## src/rtl/id_ex_stage_pipe.sv

```systemverilog
// id_ex_stage_pipe
//   Decode stage of the IF-ID-EX-WB core. It holds the architectural
//   register file and selects each source operand from one of three places.
//   An ALU result that is still in EX is forwarded first. A value being
//   written back in WB this cycle is bypassed next. Otherwise the operand
//   comes from the register file. A load still in EX cannot be forwarded,
//   so a dependent instruction is held for one bubble. The operands,
//   destination, PC+4 and control word are then registered for EX.
//
// Ports
//   clk, rst_n             clock (rising edge) and async active-low reset
//   instr_valid_i/ready_o  handshake with IF
//   instr_i, pc_plus4_i    instruction word (rs1=[19:15], rs2=[24:20], rd=[11:7]) and PC+4
//   ctrl_i                 decoded control bundle carried through to EX
//   rs1/rs2_used_i         the instruction actually reads that source
//   rd_wen_i, is_load_i    the instruction writes rd / is a load
//   flush_i                drop the instruction in ID (taken branch in EX)
//   ex_ready_i             EX consumes its occupant this cycle
//   ex_result_i            result of the EX occupant, forwarding source
//   wb_wen_i/waddr_i/wdata_i  register file write port from WB
//   ex_valid_o .. ctrl_o   ID/EX pipeline register contents
//   bubble_cnt_o           saturating count of load-use bubbles
module id_ex_stage_pipe #(
   parameter int WORD_WIDTH = 32,
   parameter int NUM_REGS   = 32,
   parameter int CTRL_WIDTH = 24,
   parameter int CNT_WIDTH  = 16,
   localparam int ADDR_WIDTH = $clog2(NUM_REGS)
) (
   input  logic                  clk,
   input  logic                  rst_n,
   input  logic                  instr_valid_i,
   output logic                  instr_ready_o,
   input  logic [WORD_WIDTH-1:0] instr_i,
   input  logic [WORD_WIDTH-1:0] pc_plus4_i,
   input  logic [CTRL_WIDTH-1:0] ctrl_i,
   input  logic                  rs1_used_i,
   input  logic                  rs2_used_i,
   input  logic                  rd_wen_i,
   input  logic                  is_load_i,
   input  logic                  flush_i,
   input  logic                  ex_ready_i,
   input  logic [WORD_WIDTH-1:0] ex_result_i,
   input  logic                  wb_wen_i,
   input  logic [ADDR_WIDTH-1:0] wb_waddr_i,
   input  logic [WORD_WIDTH-1:0] wb_wdata_i,
   output logic                  ex_valid_o,
   output logic [WORD_WIDTH-1:0] rdata1_o,
   output logic [WORD_WIDTH-1:0] rdata2_o,
   output logic [ADDR_WIDTH-1:0] rd_addr_o,
   output logic                  rd_wen_o,
   output logic                  is_load_o,
   output logic [WORD_WIDTH-1:0] pc_plus4_o,
   output logic [CTRL_WIDTH-1:0] ctrl_o,
   output logic [CNT_WIDTH-1:0]  bubble_cnt_o
);

   localparam logic [CNT_WIDTH-1:0] CNT_ONE = CNT_WIDTH'(1);

   logic [WORD_WIDTH-1:0] regs_q [NUM_REGS];
   logic [WORD_WIDTH-1:0] regs_d [NUM_REGS];

   logic                  ex_valid_q,  ex_valid_d;
   logic [WORD_WIDTH-1:0] rdata1_q,    rdata1_d;
   logic [WORD_WIDTH-1:0] rdata2_q,    rdata2_d;
   logic [ADDR_WIDTH-1:0] rd_addr_q,   rd_addr_d;
   logic                  rd_wen_q,    rd_wen_d;
   logic                  is_load_q,   is_load_d;
   logic [WORD_WIDTH-1:0] pc_plus4_q,  pc_plus4_d;
   logic [CTRL_WIDTH-1:0] ctrl_q,      ctrl_d;
   logic [CNT_WIDTH-1:0]  bubble_cnt_q, bubble_cnt_d;

   logic [ADDR_WIDTH-1:0] rs1, rs2, rd;
   logic [WORD_WIDTH-1:0] operand1, operand2;
   logic                  ex_fwd_ok, hazard, advance;
   logic                  unused_instr_bits;

   // Only the low ADDR_WIDTH bits of each register field are used. With
   // NUM_REGS=16 this folds x16..x31 onto x0..x15.
   assign rs1 = instr_i[15 +: ADDR_WIDTH];
   assign rs2 = instr_i[20 +: ADDR_WIDTH];
   assign rd  = instr_i[7 +: ADDR_WIDTH];
   assign unused_instr_bits = ^instr_i;

   // A load's EX-stage result is only an address, so it must never be forwarded.
   assign ex_fwd_ok = ex_valid_q && rd_wen_q && !is_load_q;

   assign operand1 = (ex_fwd_ok && rd_addr_q == rs1 && rs1 != '0) ? ex_result_i :
                     (wb_wen_i && wb_waddr_i == rs1 && rs1 != '0)  ? wb_wdata_i  :
                     regs_q[rs1];
   assign operand2 = (ex_fwd_ok && rd_addr_q == rs2 && rs2 != '0) ? ex_result_i :
                     (wb_wen_i && wb_waddr_i == rs2 && rs2 != '0)  ? wb_wdata_i  :
                     regs_q[rs2];

   assign hazard = ex_valid_q && is_load_q && rd_wen_q && rd_addr_q != '0 &&
                   ((rs1_used_i && rd_addr_q == rs1) || (rs2_used_i && rd_addr_q == rs2));
   assign advance = !ex_valid_q || ex_ready_i;

   // A flush discards the ID instruction, so a pending hazard must not block it.
   assign instr_ready_o = advance && (!hazard || flush_i);

   always_comb begin
      regs_d = regs_q;
      if (wb_wen_i && wb_waddr_i != '0) begin
         regs_d[wb_waddr_i] = wb_wdata_i;
      end
   end

   // Bubbles clear only the valid and control fields. The data fields keep
   // their old contents because EX ignores them.
   always_comb begin
      ex_valid_d   = ex_valid_q;
      rdata1_d     = rdata1_q;
      rdata2_d     = rdata2_q;
      rd_addr_d    = rd_addr_q;
      rd_wen_d     = rd_wen_q;
      is_load_d    = is_load_q;
      pc_plus4_d   = pc_plus4_q;
      ctrl_d       = ctrl_q;
      bubble_cnt_d = bubble_cnt_q;
      if (advance) begin
         if (flush_i || !instr_valid_i || hazard) begin
            ex_valid_d = 1'b0;
            rd_wen_d   = 1'b0;
            is_load_d  = 1'b0;
            ctrl_d     = '0;
            if (!flush_i && instr_valid_i && hazard && bubble_cnt_q != '1) begin
               bubble_cnt_d = bubble_cnt_q + CNT_ONE;
            end
         end else begin
            ex_valid_d = 1'b1;
            rdata1_d   = operand1;
            rdata2_d   = operand2;
            rd_addr_d  = rd;
            rd_wen_d   = rd_wen_i;
            is_load_d  = is_load_i;
            pc_plus4_d = pc_plus4_i;
            ctrl_d     = ctrl_i;
         end
      end
   end

   always_ff @(posedge clk or negedge rst_n) begin
      if (!rst_n) begin
         regs_q       <= '{default: '0};
         ex_valid_q   <= 1'b0;
         rdata1_q     <= '0;
         rdata2_q     <= '0;
         rd_addr_q    <= '0;
         rd_wen_q     <= 1'b0;
         is_load_q    <= 1'b0;
         pc_plus4_q   <= '0;
         ctrl_q       <= '0;
         bubble_cnt_q <= '0;
      end else begin
         regs_q       <= regs_d;
         ex_valid_q   <= ex_valid_d;
         rdata1_q     <= rdata1_d;
         rdata2_q     <= rdata2_d;
         rd_addr_q    <= rd_addr_d;
         rd_wen_q     <= rd_wen_d;
         is_load_q    <= is_load_d;
         pc_plus4_q   <= pc_plus4_d;
         ctrl_q       <= ctrl_d;
         bubble_cnt_q <= bubble_cnt_d;
      end
   end

   assign ex_valid_o   = ex_valid_q;
   assign rdata1_o     = rdata1_q;
   assign rdata2_o     = rdata2_q;
   assign rd_addr_o    = rd_addr_q;
   assign rd_wen_o     = rd_wen_q;
   assign is_load_o    = is_load_q;
   assign pc_plus4_o   = pc_plus4_q;
   assign ctrl_o       = ctrl_q;
   assign bubble_cnt_o = bubble_cnt_q;

   // A taken branch is resolved by the EX occupant, which therefore always leaves EX.
   flush_needs_ex_ready: assert property (@(posedge clk) disable iff (!rst_n) flush_i |-> ex_ready_i);

endmodule

```

## config.mk

```make
export PLATFORM = sky130hd
export DESIGN_NAME = id_ex_stage_pipe
export DESIGN_NICKNAME = d
export VERILOG_FILES = /design/src/rtl/id_ex_stage_pipe.sv
export SDC_FILE = /design/constraint.sdc
export NUM_CORES = 2
export LEC_CHECK = 0
export CAP_MARGIN = 10
export CORE_ASPECT_RATIO = 1.1
export CORE_UTILIZATION = 55
export DETAILED_ROUTE_END_ITERATION = 7
export PLACE_DENSITY_LB_ADDON = 0.12
export REMOVE_ABC_BUFFERS = 1
export SETUP_SLACK_MARGIN = 0.2
export SKIP_LAST_GASP = 1
export SLEW_MARGIN = 15
export SYNTH_ARGS = -nofsm -noshare
export SYNTH_HDL_FRONTEND = slang
export SYNTH_SLANG_ARGS = --single-unit
```

## constraint.sdc

```tcl
create_clock -name clk -period 3 [get_ports clk]
set_input_delay 0.45 -clock clk [delete_from_list [all_inputs] [get_ports clk]]
set_output_delay 0.45 -clock clk [all_outputs]
set_load 0.03 [all_outputs]
```

==> impl_metrics.toml <==
[run_status]
status = "finished clean"

[final_layout]
seq_area_um2 = 29200
mostFrequentLayoutCells = "mux2_2 (1202), dfrtp_1 (1163), mux2i_1 (414)"
drive_above_1_share_pct = 43.4
n_fill_cell = 8229
multi_input_area_um2 = 30400
layout_commonest_cell = "mux2_2"
nNetsFinal = 4975
syn2layout_area_growth_pct = 17.7
finish.instance_area_um2 = 73000

[timing]
max_freq_mhz = 359
finalClockSkew_ns = 0.0294
period_share_pct = 92.9
setup_tns_ns = 0
slew-limit-headroom_pct = 19.3
finalSetupViolCount = 0
rsz0062_at_grt = "true"
finalCriticalPeriod_ns = 2.79
worst_pin_slew_ns = 1.21
final_max_slew_viol_count = 0
hold_viol = 0

[global_route]
grt_pass1_vias = 44718
antenna_found_initial = 3
grt_start_max_net_pins = 123
overflow = 0
grt_pass1_wl_um = 302000
grt_use_total_pct = 36.0

[route]
drt_pass1_iterations = 6
detail-route-antenna-nets = 0
drt_wl_total_um = 204000
drcViolationCount = 0
drt-vias-per-instance = 6.89
vias = 44138
routedWlPerCell_um = 31.9
drt_iter0_drc = 4056

[die]
die_area_um2 = 114000
die_h_um = 354
die_x_um = 322
start_util_pct = 55.8
rows = 128
core_um2 = 111000
io_pins = 312

[synthesis]
synth.avg_cell_area_um2 = 13.8
ys.flop_type = "dfrtp_1"
synth_area_um2 = 62100
synth-seq-area-share_pct = 47.1
async_flop_share_pct = 100
synth.distinct_cells = 60
yosysWarningCount = 0
synth_edf_count = 0
netlist_instances = 4513
yosys_register_bits = 1168

[setup_path]
critPathCaptureType = "output pin"
path_cells = "xor2_1 > nor3b_1 > a32o_2 > buf_6 > nand2_4 > nor2_2 > nor2_1 > buf_4"
crit_fanout = 5
worstPathRequired_ns = 2.55
worst_setup_path_start_kind = "flip-flop"
cp.arrival_ns = 2.34
slowest_delay_ns = 0.45
critical_path_class = "reg2out"
worst-path-buf-inv = 2
critPathTopFamily = "flip-flops"
cp_slowest_cell = "dfrtp_2"

[worst_hold_path]
hold_class = "in2async"

[run]
cap_violations = 0

[power_and_ir_drop]
power.density_nw_per_um2 = 646
vdd_drop_max_uv = 475
leakagePower_nw = 31.9

[clocking]
cts.sinks = 1168
clk_pin_slew_ns = 0.06
cts_buffers = 130
cts_tree = "yes"
cts_buffer_depth = 3
clk_latency_ns = 0.76
cts_root_buffer = "clkbuf_16"
htreeDepth = 4

[placed_design]
gp_congestion = 0.860
place_area_um2 = 68600
dp_hpwl_um = 129000
port_buffers = 294
[report_power, final]
part / total (mW) / internal (mW) / switching (mW)
clock: 16.1 / 9.54 / 6.58
sequential: 20.8 / 18.7 / 2.17
combinational: 10.2 / 5.72 / 4.47
[cells by family (layout without fill, tap and decap cells)]
kind of cell / Yosys count / count (layout) / share of synthesized area (%)
other: 0 / 2 / 0
AOI/OAI and AO/OA: 739 / 739 / 8.88
DFF: 1168 / 1168 / 47.1
buffers and inverters: 514 / 906 / 4.39
and+or+nand+nor: 196 / 196 / 1.81
xor gates and xnor gates: 35 / 35 / 0.494
adders and majority gates: 1 / 1 / 0.0202
muxes: 1860 / 1860 / 37.3
[registers in the layout, summed over array words and instances (netlist names)]
| register | flops |
|---|---|
| regs_q | 1024 |
| pc_plus4_o | 32 |
| rdata1_o | 32 |
| rdata2_o | 32 |
| ctrl_o | 24 |
| bubble_cnt_o | 16 |
| rd_addr_o | 5 |
| ex_valid_o | 1 |
| is_load_o | 1 |
| rd_wen_o | 1 |
[per-stage QoR]
stage / util (%) / hold WS (ns) / cells / power, mW / setup slack, ns
detailed placement: 61.7 / 0.388 / 6160 / 31.1 / -0.0146
global placement: 61.7 / 0.382 / 6160 / 30.7 / 0.0155
CTS: 65.6 / 0.227 / 6398 / 47.2 / 0.205
finish: 65.6 / 0.246 / 6402 / 47.2 / 0.214
global route: 65.6 / 0.264 / 6401 / 49.0 / 0.120
floorplan: - / 0.154 / 4005 / 26.8 / -0.975
[path summary, 6_finish.rpt]
path	startpoint	slack [ns]	to	cells after the start
worst max-delay path	rd_addr_o[4]	0.21	instr_ready_o	8
worst min-delay path	rst_n	0.25	regs_q[1012]	2
worst max register to register	bubble_cnt_o[2]	0.59	bubble_cnt_o[1]	5
worst min register to register	regs_q[1010]	0.40	regs_q[1010]	0
max in group asynchronous	rst_n	1.68	regs_q[492]	3
min in group clk	ctrl_i[20]	0.31	ctrl_o[20]	2
[layout make-up]
| class | count | share of cell area, % |
|---|---|---|
| flip-flops and latches | 1168 | 40.0 |
| inverters | 6 | 0.0308 |
| diodes | 2 | 0.00685 |
| clock buffers | 191 | 5.31 |
| well taps | 1495 | 2.56 |
| repair buffers | 670 | 9.92 |
| multi-input cells | 2831 | 41.6 |
| clock inverters | 39 | 0.548 |
[routing by layer]
layer	wire length, um	global-route usage (%)	up-vias
met5	0	0	-
met4	9610	16.2	0
met3	19000	8.21	539
met2	93700	55.5	2233
met1	82200	48.7	23311
li1	-	-	18055
[Yosys cell counts, types with 3 or more instances]
master | instances | share of area (%)
a21oi_1 | 56 | 0.45
o22ai_1 | 134 | 1.4
clkbuf_1 | 237 | 1.4
nor3_1 | 13 | 0.10
o221ai_1 | 56 | 0.79
nor3b_1 | 5 | 0.060
mux2_2 | 1202 | 22
a211o_1 | 8 | 0.11
mux2i_1 | 414 | 6.7
nand2b_1 | 5 | 0.050
a211oi_1 | 104 | 1.3
nand3b_1 | 5 | 0.060
nand3_1 | 8 | 0.065
nor2b_1 | 9 | 0.091
a221oi_1 | 131 | 1.8
dfrtp_1 | 1168 | 47
a22o_1 | 26 | 0.37
o21ai_1 | 14 | 0.11
nand4_1 | 4 | 0.040
o21ai_0 | 83 | 0.67
o2bb2ai_1 | 33 | 0.47
or2_2 | 7 | 0.071
and2_1 | 17 | 0.17
buf_6 | 35 | 0.63
inv_1 | 5 | 0.030
or3b_2 | 3 | 0.042
mux4_2 | 243 | 8.8
xor2_1 | 27 | 0.38
a31oi_1 | 31 | 0.31
nand2_1 | 35 | 0.21
buf_4 | 52 | 0.63
buf_2 | 119 | 0.96
a211oi_2 | 10 | 0.20
or3_1 | 34 | 0.34
a2bb2oi_1 | 15 | 0.21
buf_8 | 3 | 0.073
a221oi_2 | 5 | 0.12
buf_1 | 50 | 0.30
a2111o_1 | 31 | 0.56
nor2_1 | 34 | 0.21
xnor2_1 | 8 | 0.11
buf_12 | 9 | 0.29
[worst register-to-register path: stages (launching register included)]
cell,delay [ns]
dfrtp_1,0.44
and4_1,0.32
nand4_1,0.25
or4_1,0.67
nand4_4,0.27
mux2_1,0.35
[repair_timing]
action / CTS / global route
endpoints found under the hold margin: 50 / 0
hold buffers: 1 / 0
gates cloned: 0 / 0
setup endpoints to repair: 1 / 1
pin swaps: 5 / 5
setup buffers: 7 / 2
gates resized for setup: 8 / 4
Power figures use the tool's default switching activity.
